File: src/rtl/pipe_perf_monitor_if.sv
// Trace-FIFO read port of the pipeline performance monitor.
//   valid : head entry present (FIFO non-empty)
//   ready : consumer accepts the head entry this cycle
//   pc    : PC of the head entry
//   cycle : run-cycle stamp of the head entry
// master = monitor (producer), slave = consumer (bench or debug logic).
interface pipe_perf_monitor_if #(
  parameter int PC_W  = 32,
  parameter int CNT_W = 32
) ();
  logic             valid;
  logic             ready;
  logic [PC_W-1:0]  pc;
  logic [CNT_W-1:0] cycle;

  modport master (output valid, output pc, output cycle, input ready);
  modport slave  (input valid, input pc, input cycle, output ready);
endinterface

File: src/rtl/pipe_perf_monitor.sv
// Pipeline performance monitor: counts run cycles and per-cycle event
// strobes, stops at a programmable cycle limit, and records a PC trace
// into a small FIFO drained by valid/ready.
//
// Ports:
//   clk_i, rst_i   clock, synchronous active-high reset
//   start_i        IDLE -> RUN
//   clear_i        zero counters, flush trace, back to IDLE (beats start_i)
//   evt_i          per-cycle event strobes, one counter each
//   pc_i           PC sampled into the trace on every RUN edge
//   cnt_sel_i      event counter select; values >= NUM_EVT read 0
//   cnt_o          selected event count
//   cycle_o        run-cycle count
//   running_o      in RUN
//   done_o         in DONE
//   trace_ovf_o    sticky: a trace push was dropped on a full FIFO
//   trace          trace FIFO head (valid/ready/pc/cycle), master side
//
// state | meaning
// IDLE  | waiting for start_i; counters frozen, no trace pushes
// RUN   | counting cycles/events, one trace push per edge
// DONE  | cycle limit reached; frozen until clear_i or rst_i
module pipe_perf_monitor #(
  parameter int NUM_EVT     = 4,
  parameter int CNT_W       = 32,
  parameter int CYCLE_LIMIT = 30,
  parameter int TRACE_DEPTH = 8,
  parameter int PC_W        = 32
) (
  input  logic                     clk_i,
  input  logic                     rst_i,
  input  logic                     start_i,
  input  logic                     clear_i,
  input  logic [NUM_EVT-1:0]       evt_i,
  input  logic [PC_W-1:0]          pc_i,
  input  logic [$clog2(NUM_EVT):0] cnt_sel_i,
  output logic [CNT_W-1:0]         cnt_o,
  output logic [CNT_W-1:0]         cycle_o,
  output logic                     running_o,
  output logic                     done_o,
  output logic                     trace_ovf_o,
  pipe_perf_monitor_if.master      trace
);

  localparam int SEL_W = $clog2(NUM_EVT) + 1;
  localparam int PTR_W = $clog2(TRACE_DEPTH);
  localparam logic [CNT_W-1:0] CNT_MAX  = {CNT_W{1'b1}};
  // Only meaningful when CYCLE_LIMIT != 0; the compare is gated below.
  localparam logic [CNT_W-1:0] LIMIT_M1 = CNT_W'(CYCLE_LIMIT - 1);

  typedef enum logic [1:0] {ST_IDLE, ST_RUN, ST_DONE} state_e;

  state_e             state_q, state_d;
  logic [CNT_W-1:0]   cycle_q, cycle_d;
  logic [CNT_W-1:0]   evt_cnt_q [NUM_EVT];
  logic [CNT_W-1:0]   evt_cnt_d [NUM_EVT];
  logic [PC_W-1:0]    mem_pc_q  [TRACE_DEPTH];
  logic [PC_W-1:0]    mem_pc_d  [TRACE_DEPTH];
  logic [CNT_W-1:0]   mem_cyc_q [TRACE_DEPTH];
  logic [CNT_W-1:0]   mem_cyc_d [TRACE_DEPTH];
  logic [PTR_W-1:0]   wr_ptr_q, wr_ptr_d;
  logic [PTR_W-1:0]   rd_ptr_q, rd_ptr_d;
  logic [PTR_W:0]     count_q, count_d;
  logic               ovf_q, ovf_d;

  logic in_run, limit_hit, full, pop, push_ok;

  always_comb begin
    in_run    = (state_q == ST_RUN);
    limit_hit = in_run && (CYCLE_LIMIT != 0) && (cycle_q == LIMIT_M1);
    full      = (count_q == (PTR_W+1)'(TRACE_DEPTH));
    pop       = (count_q != '0) && trace.ready;
    // A full FIFO still accepts a push when the head leaves on the same edge.
    push_ok   = in_run && (!full || pop);

    state_d   = state_q;
    cycle_d   = cycle_q;
    evt_cnt_d = evt_cnt_q;
    mem_pc_d  = mem_pc_q;
    mem_cyc_d = mem_cyc_q;
    wr_ptr_d  = wr_ptr_q;
    rd_ptr_d  = rd_ptr_q;
    count_d   = count_q;
    ovf_d     = ovf_q;

    if (clear_i) begin
      state_d  = ST_IDLE;
      cycle_d  = '0;
      for (int k = 0; k < NUM_EVT; k++) evt_cnt_d[k] = '0;
      wr_ptr_d = '0;
      rd_ptr_d = '0;
      count_d  = '0;
      ovf_d    = 1'b0;
    end else begin
      case (state_q)
        ST_IDLE: if (start_i) state_d = ST_RUN;
        ST_RUN:  if (limit_hit) state_d = ST_DONE;
        default: state_d = state_q;
      endcase

      if (in_run) begin
        if (cycle_q != CNT_MAX) cycle_d = cycle_q + CNT_W'(1);
        for (int k = 0; k < NUM_EVT; k++) begin
          if (evt_i[k] && (evt_cnt_q[k] != CNT_MAX))
            evt_cnt_d[k] = evt_cnt_q[k] + CNT_W'(1);
        end
        if (!push_ok) ovf_d = 1'b1;
      end

      if (pop) rd_ptr_d = rd_ptr_q + PTR_W'(1);
      if (push_ok) begin
        mem_pc_d[wr_ptr_q]  = pc_i;
        mem_cyc_d[wr_ptr_q] = cycle_q;
        wr_ptr_d            = wr_ptr_q + PTR_W'(1);
      end
      count_d = count_q + (PTR_W+1)'(push_ok) - (PTR_W+1)'(pop);
    end
  end

  always_ff @(posedge clk_i) begin
    if (rst_i) begin
      state_q  <= ST_IDLE;
      cycle_q  <= '0;
      for (int k = 0; k < NUM_EVT; k++) evt_cnt_q[k] <= '0;
      wr_ptr_q <= '0;
      rd_ptr_q <= '0;
      count_q  <= '0;
      ovf_q    <= 1'b0;
    end else begin
      state_q   <= state_d;
      cycle_q   <= cycle_d;
      evt_cnt_q <= evt_cnt_d;
      wr_ptr_q  <= wr_ptr_d;
      rd_ptr_q  <= rd_ptr_d;
      count_q   <= count_d;
      ovf_q     <= ovf_d;
    end
  end

  // Trace storage needs no reset: head outputs are forced to 0 while empty.
  always_ff @(posedge clk_i) begin
    mem_pc_q  <= mem_pc_d;
    mem_cyc_q <= mem_cyc_d;
  end

  always_comb begin
    cnt_o = '0;
    for (int k = 0; k < NUM_EVT; k++) begin
      if (cnt_sel_i == SEL_W'(k)) cnt_o = evt_cnt_q[k];
    end
  end

  assign cycle_o     = cycle_q;
  assign running_o   = (state_q == ST_RUN);
  assign done_o      = (state_q == ST_DONE);
  assign trace_ovf_o = ovf_q;
  assign trace.valid = (count_q != '0);
  assign trace.pc    = trace.valid ? mem_pc_q[rd_ptr_q]  : '0;
  assign trace.cycle = trace.valid ? mem_cyc_q[rd_ptr_q] : '0;

endmodule
File: src/flat_wrapper.sv
// flat-port wrapper written by rule: the top's interface ports become plain ports
module pipe_perf_monitor_flat 
#(
  parameter int NUM_EVT     = 4,
  parameter int CNT_W       = 32,
  parameter int CYCLE_LIMIT = 30,
  parameter int TRACE_DEPTH = 8,
  parameter int PC_W        = 32
)
  (clk_i, rst_i, start_i, clear_i, evt_i, pc_i, cnt_sel_i, cnt_o, cycle_o, running_o, done_o, trace_ovf_o, trace_valid, trace_pc, trace_cycle, trace_ready);
  pipe_perf_monitor_if #(.PC_W(PC_W), .CNT_W(CNT_W)) trace_i ();
  input  logic clk_i;
  input  logic rst_i;
  input  logic start_i;
  input  logic clear_i;
  input  logic [NUM_EVT-1:0] evt_i;
  input  logic [PC_W-1:0] pc_i;
  input  logic [$clog2(NUM_EVT):0] cnt_sel_i;
  output logic [CNT_W-1:0] cnt_o;
  output logic [CNT_W-1:0] cycle_o;
  output logic running_o;
  output logic done_o;
  output logic trace_ovf_o;
  output wire logic [$bits(trace_i.valid)-1:0] trace_valid;
  output wire logic [$bits(trace_i.pc)-1:0] trace_pc;
  output wire logic [$bits(trace_i.cycle)-1:0] trace_cycle;
  input wire logic [$bits(trace_i.ready)-1:0] trace_ready;
  assign trace_valid = trace_i.valid;
  assign trace_pc = trace_i.pc;
  assign trace_cycle = trace_i.cycle;
  assign trace_i.ready = trace_ready;
  pipe_perf_monitor #(.NUM_EVT(NUM_EVT), .CNT_W(CNT_W), .CYCLE_LIMIT(CYCLE_LIMIT), .TRACE_DEPTH(TRACE_DEPTH), .PC_W(PC_W)) u_core (.clk_i(clk_i), .rst_i(rst_i), .start_i(start_i), .clear_i(clear_i), .evt_i(evt_i), .pc_i(pc_i), .cnt_sel_i(cnt_sel_i), .cnt_o(cnt_o), .cycle_o(cycle_o), .running_o(running_o), .done_o(done_o), .trace_ovf_o(trace_ovf_o), .trace(trace_i));
endmodule
File: config.mk
export PLATFORM = sky130hd
export DESIGN_NAME = pipe_perf_monitor_flat
export DESIGN_NICKNAME = d
export VERILOG_FILES = /design/src/rtl/pipe_perf_monitor_if.sv /design/src/rtl/pipe_perf_monitor.sv /design/src/flat_wrapper.sv
export SDC_FILE = /design/constraint.sdc
export NUM_CORES = 1
export LEC_CHECK = 0
export CORE_ASPECT_RATIO = 0.8
export CORE_MARGIN = 2
export CORE_UTILIZATION = 60
export DETAILED_ROUTE_END_ITERATION = 8
export GPL_ROUTABILITY_DRIVEN = 0
export PLACE_DENSITY = 0.8
export SLEW_MARGIN = 20
export SYNTH_ARGS = -nofsm -noshare
export SYNTH_HDL_FRONTEND = slang
export SYNTH_SLANG_ARGS = --single-unit
File: constraint.sdc
create_clock -name clk_i -period 31.4 [get_ports clk_i]
set_clock_uncertainty 0.2 [all_clocks]
set_input_delay 6.28 -clock clk_i [delete_from_list [all_inputs] [get_ports clk_i]]
set_output_delay 6.28 -clock clk_i [all_outputs]
set_load 0.02 [all_outputs]
==> flow_metrics.env, run 1 <==
export IMPL_dpl_cell_area_um2=31510
export IMPL_drv_slew=0
export IMPL_antenna_found_initial=1
export IMPL_cp_end_kind="output pin"
export IMPL_arrival_ps=9000
export IMPL_synth_edf_count=512
export IMPL_drive_gt1_share_pct=13.25
export IMPL_synth_top_area_share_pct=52.79
export IMPL_initial_core_util_pct=60.54
export IMPL_power_uw=2144
export IMPL_synth_seq_cells=685
export IMPL_start_kind="input pin"
export IMPL_fin_nets=2235
export IMPL_ir_drop_mv=0.07027
export IMPL_grt_max_degree=97
export IMPL_finalSetupViolCount=0
export IMPL_fin_setup_tns_ps=0
export IMPL_synth_cells=2025
export IMPL_worstMarginPinSlew_ps=1115
export IMPL_crit_type="input pin to output pin"
export IMPL_p_leak_uw=0.01048
export IMPL_syn_avg_cell_area_um2=14.38
export IMPL_htreeDepth=3
export IMPL_fp_dieW_um=250.3
export IMPL_boundaryPins=176
export IMPL_dieArea_um2=50330
export IMPL_routed_wl_um=73430
export IMPL_drtAntennaViolNets=0
export IMPL_root_buffer="clkbuf_16"
export IMPL_synth_cell_type_count=60
export IMPL_drcViolationCount=0
export IMPL_finalInstanceArea_um2=33710
export IMPL_yosys_top_cells_area="edfxtp_1 (53%), dfxtp_1 (12%), mux4_2 (10%), mux2i_1 (3.2%), nor2_1 (2.0%)"
export IMPL_synthTopCellsByCount="edfxtp_1 (512), dfxtp_1 (173), nor2_1 (152)"
export IMPL_yosys_area_share_simple_pct=11.58
export IMPL_ys_warn_count=0
export IMPL_fp_dieH_um=201.1
export IMPL_clock_latency_ps=610
export IMPL_fin_crit_ps=15480
export IMPL_overflow=0
export IMPL_yosysMostFrequentCell="edfxtp_1"
export IMPL_synth_compound_area_share_pct=6.337
export IMPL_rsz0062_at_grt="false"
export IMPL_numCtsBuffers=66
export IMPL_synth_adder_area_share_pct=0.6702
export IMPL_clkTransAtPathRegs_ps=60
export IMPL_holdBufCountCts=0
export IMPL_timing_slew_headroom_pct=25.64
export IMPL_synthMuxAreaShare_pct=13.56
export IMPL_netlist_area_um2=29120
export IMPL_first_global_vias=18592
export IMPL_core_area_um2=48110
export IMPL_dr_total_vias=19132
export IMPL_grt_use_total_pct=29.24
export IMPL_whs_path_depth=2
export IMPL_hold_viol_final=0
export IMPL_fmax_ghz=0.06458
export IMPL_post_cts_resized=0
export IMPL_viasPerCell=6.701
export IMPL_synth_top_area_cell="edfxtp_1"
export IMPL_async_flop_share_pct=0
export IMPL_fin_util_pct=70.07
export IMPL_crit_path_max_fanout=26
export IMPL_maxCapViolations=0
export IMPL_syn_num_nets=2084
export IMPL_status="complete, no violations"
export IMPL_grt_pass1_wl_um=112300
export IMPL_post_route_period_util_pct=49.31
export IMPL_reg2reg_depth=5
export IMPL_cts_sinks=685
export IMPL_port_buffers=175
export IMPL_required_ps=24920
export IMPL_antenna_cells=0
export IMPL_dp_final_hpwl_um=43470
export IMPL_cts_setup_buffers=0
export IMPL_synth_top_family_by_area="multiplexers"
export IMPL_ys_flop_type="edfxtp_1"
export IMPL_drt_first_pass_iters=7
export IMPL_ys_seq_area_share_pct=64.69
export IMPL_wl_per_cell_um=25.72
export IMPL_fill_cells=3078
export IMPL_min_path_type="flip-flop to flip-flop"
export IMPL_rows=72
export IMPL_synth_xor_area_share_pct=1.293
export IMPL_power_density_nw_per_um2=63.60
export IMPL_cts_tree="yes"
export IMPL_clk_path_buf_depth=3
export IMPL_areaGrowthSynthToFinish_pct=15.75
export IMPL_drt_iter0_drc=2026
[final timing paths]
path	startpoint	endpoint	slack (ps)
worst min register to register	u_core.trace_ovf_o	u_core.trace_ovf_o	310
worst max register to register	u_core.state_q[0]	u_core.mem_pc_q[24]	27550
worst min-delay path	u_core.trace_ovf_o	u_core.trace_ovf_o	310
worst max-delay path	cnt_sel_i[0]	cnt_o[7]	15920
[routing by layer]
metal | global-route usage (%) | share of wire [%] | vias up
li1 | - | - | 8346
met1 | 39.61 | 38 | 9544
met2 | 47.20 | 48 | 1065
met3 | 7.248 | 10 | 175
met4 | 9.046 | 3.0 | 2
met5 | 0 | 0.020 | -
[metrics by stage]
stage / cells / setup slack [ps] / hold slack, ps
3_3_place_gp: 2737 / 16110 / 275.4
2_1_floorplan: 2025 / 16970 / 251.8
5_1_grt: 2855 / 15750 / 324.5
6_report: 2855 / 15920 / 306.8
3_5_place_dp: 2737 / 15940 / 290.7
4_1_cts: 2855 / 15950 / 307.9
[where the power goes]
part           switching (uW)  internal (uW)  leakage [uW]
combinational             201            152       0.00315
sequential               8.31            972       0.00626
clock                     340            471       0.00107
[critical path, cell delays in order]
cell and delay, ps:
clkdlybuf4s50_1 790, and3b_1 930, a22oi_1 240, nand2_1 140, clkdlybuf4s50_1 610
[layout by cell type, fill, tap and decap left out, types with 56 or more instances in the layout]
cell	instances
nand2_1	128
dfxtp_1	170
edfxtp_1	512
nand4_1	56
clkdlybuf4s50_1	175
mux4_2	134
nor2_1	149
mux2i_1	93
a21oi_1	80
clkbuf_16	68
[layout make-up]
| type | count | area (um^2) | share of cell area, % |
|---|---|---|---|
| clock buffers | 84 | 1782 | 5.286 |
| clock inverters | 34 | 407.9 | 1.210 |
| inverters | 23 | 86.33 | 0.2561 |
| multi-input cells | 1198 | 9829 | 29.16 |
| flip-flops and latches | 685 | 18850 | 55.92 |
| well taps | 629 | 787.0 | 2.335 |
| repair buffers | 202 | 1967 | 5.835 |
[kinds of logic (layout without fill, tap and decap cells)]
kind of cell               count (synthesis)  after routing
AOI/OAI and AO/OA                        278            278
muxes                                    227            227
adders and majority gates                 15             15
and+or+nand+nor                          635            635
buffers and inverters                    142            343
DFF                                      685            685
xor gates and xnor gates                  43             43
[flip-flops by register name (all words and copies together), names as in the netlist]
signal / flops
u_core.mem_cyc_q: 256
u_core.count_q: 4
u_core.mem_pc_q: 256
u_core.wr_ptr_q: 3
u_core.cycle_o: 32
u_core.rd_ptr_q: 3
u_core.trace_ovf_o: 1
u_core.evt_cnt_q: 128
u_core.state_q: 2
Power figures use the tool's default switching activity.
==> run 2, diff against run 1 <==
==> constraint.sdc (replaced) <==
create_clock -name clk_i -period 14.74 [get_ports clk_i]
set_clock_uncertainty 0.2 [all_clocks]
set_input_delay 2.948 -clock clk_i [delete_from_list [all_inputs] [get_ports clk_i]]
set_output_delay 2.948 -clock clk_i [all_outputs]
set_load 0.02 [all_outputs]
==> run 2 against run 1 <==
  * Global-route usage rose by 0.18 points
  * Count of clock-buffer cells in the layout rose by 7
  * Worst hold slack better by 6.3 ps
  * Final cell count grew 0.18%
  * Non-clock buffer count is 1 higher
  * Sequential cell count did not move
  * First-iteration DRC count rose by 14%
  * Critical path depth stayed put
  * Combinational power increased by 110%
  * Critical endpoint is now cnt_o[21]
  * Highest routed layer unchanged
==> flow_metrics.env, run 2 (synthesis results as in run 1) <==
export IMPL_drtAntennaViolNets=0
export IMPL_fill_cells=3113
export IMPL_maxCapViolations=0
export IMPL_grtUsageMet3_pct=6.250
export IMPL_routed_wl_um=73780
export IMPL_layout_commonest_cell="edfxtp_1"
export IMPL_cts_tree="yes"
export IMPL_power_density_nw_per_um2=133.6
export IMPL_drcViolationCount=0
export IMPL_mostFrequentLayoutCells="edfxtp_1 (512), clkdlybuf4s50_1 (175), dfxtp_1 (170)"
export IMPL_post_route_period_util_pct=59.95
export IMPL_grt_max_degree=101
export IMPL_drt_iter0_drc=2302
export IMPL_finalSetupViolCount=0
export IMPL_htreeDepth=3
export IMPL_top_usage_layer="met2"
export IMPL_fp_dieW_um=250.3
export IMPL_whs_ps=313.1
export IMPL_port_buffers=175
export IMPL_worstMarginPinSlew_ps=1097
export IMPL_clkTransAtPathRegs_ps=60
export IMPL_dp_final_hpwl_um=44070
export IMPL_arrival_ps=5690
export IMPL_fin_nets=2238
export IMPL_grt_pass1_wl_um=112900
export IMPL_first_global_vias=19063
export IMPL_initial_core_util_pct=60.54
export IMPL_numCtsBuffers=68
export IMPL_rsz0062_at_grt="false"
export IMPL_fp_dieH_um=201.1
export IMPL_boundaryPins=176
export IMPL_post_cts_resized=0
export IMPL_drive_gt1_share_pct=12.95
export IMPL_crit_path_max_fanout=26
export IMPL_reg2reg_depth=5
export IMPL_top_regs="u_core.mem_cyc_q x256, u_core.mem_pc_q x256, u_core.evt_cnt_q x128"
export IMPL_root_buffer="clkbuf_16"
export IMPL_viasPerCell=6.761
export IMPL_drt_first_pass_iters=6
export IMPL_crit_type="input pin to output pin"
export IMPL_dieArea_um2=50330
export IMPL_overflow=0
export IMPL_hold_viol_final=0
export IMPL_required_ps=11590
export IMPL_grt_use_met1_pct=40.31
export IMPL_status="complete, no violations"
export IMPL_antenna_found_initial=1
export IMPL_dr_total_vias=19337
export IMPL_grt_use_total_pct=29.41
export IMPL_timing_slew_headroom_pct=24.95
export IMPL_fin_crit_ps=8837
export IMPL_wl_per_cell_um=25.80
export IMPL_clk_path_buf_depth=3
export IMPL_fmax_ghz=0.1132
export IMPL_rows=72
export IMPL_areaGrowthSynthToFinish_pct=15.54
export IMPL_antenna_cells=0
export IMPL_start_kind="input pin"
export IMPL_min_path_type="flip-flop to flip-flop"
export IMPL_grtUsageMet2_pct=47.53
export IMPL_core_area_um2=48110
export IMPL_cts_sinks=685
export IMPL_holdBufCountCts=0
export IMPL_drv_slew=0
export IMPL_whs_path_depth=2
export IMPL_clock_latency_ps=610
export IMPL_fin_setup_tns_ps=0
export IMPL_cts_setup_buffers=0
export IMPL_cp_end_kind="output pin"
export IMPL_p_leak_uw=0.01044
export IMPL_ir_drop_mv=0.1451
==> run 2: changes by cell type in the layout (fill, tap and decap cells not counted), moves of 2 or more <==
cell | previous run | this run
clkinv_1 | 11 | 17
bufinv_16 | 8 | 3
clkinv_8 | 3 | 1
clkbuf_1 | 14 | 20
clkinv_2 | 10 | 3
inv_6 | 0 | 2
==> run 2: area by class of cell <==
class	count	area (um^2)	share of cell area (%)
Sequential cell	685	18850	56.02
Multi-Input combinational cell	1198	9836	29.23
Inverter	23	86.33	0.2566
Tap cell	629	787.0	2.339
Timing Repair Buffer	203	1974	5.868
Clock inverter	31	286.5	0.8515
Clock buffer	91	1829	5.436
==> run 2: where the power goes <==
group,switching (uW),internal (uW)
combinational,424,323
clock,727,935
sequential,16.2,2070
total,1170,3330
==> run 2: through the flow <==
stage	util, %	total power [uW]	instance area, um^2	setup WS (ps)	std cells
3_3_place_gp	65.51	2865	31510	6112	2738
2_1_floorplan	-	2546	29120	3641	2025
6_report	69.95	4496	33650	5903	2860
3_5_place_dp	65.51	2879	31510	5929	2738
4_1_cts	69.91	4527	33630	5931	2860
5_1_grt	69.95	4639	33650	5757	2860
==> run 2: worst paths after layout <==
path                                          from                  end  slack (ps)
worst max-delay path                  cnt_sel_i[0]            cnt_o[21]        5900
worst min-delay path            u_core.trace_ovf_o   u_core.trace_ovf_o         310
worst max register to register   u_core.state_q[0]  u_core.mem_pc_q[21]       10910
worst min register to register  u_core.trace_ovf_o   u_core.trace_ovf_o         310
==> run 2: per-layer routing <==
layer  vias to the layer above  routed length [um]
li1                       8343                   -
met1                      9744               28600
met2                      1077               35790
met3                       171                7127
met4                         2                2247
met5                         -                   9
==> run 2: critical path, stage by stage <==
cell	delay [ps]
clkdlybuf4s50_1	800
and3b_1	940
a22oi_1	250
nand2_1	140
clkdlybuf4s50_1	610
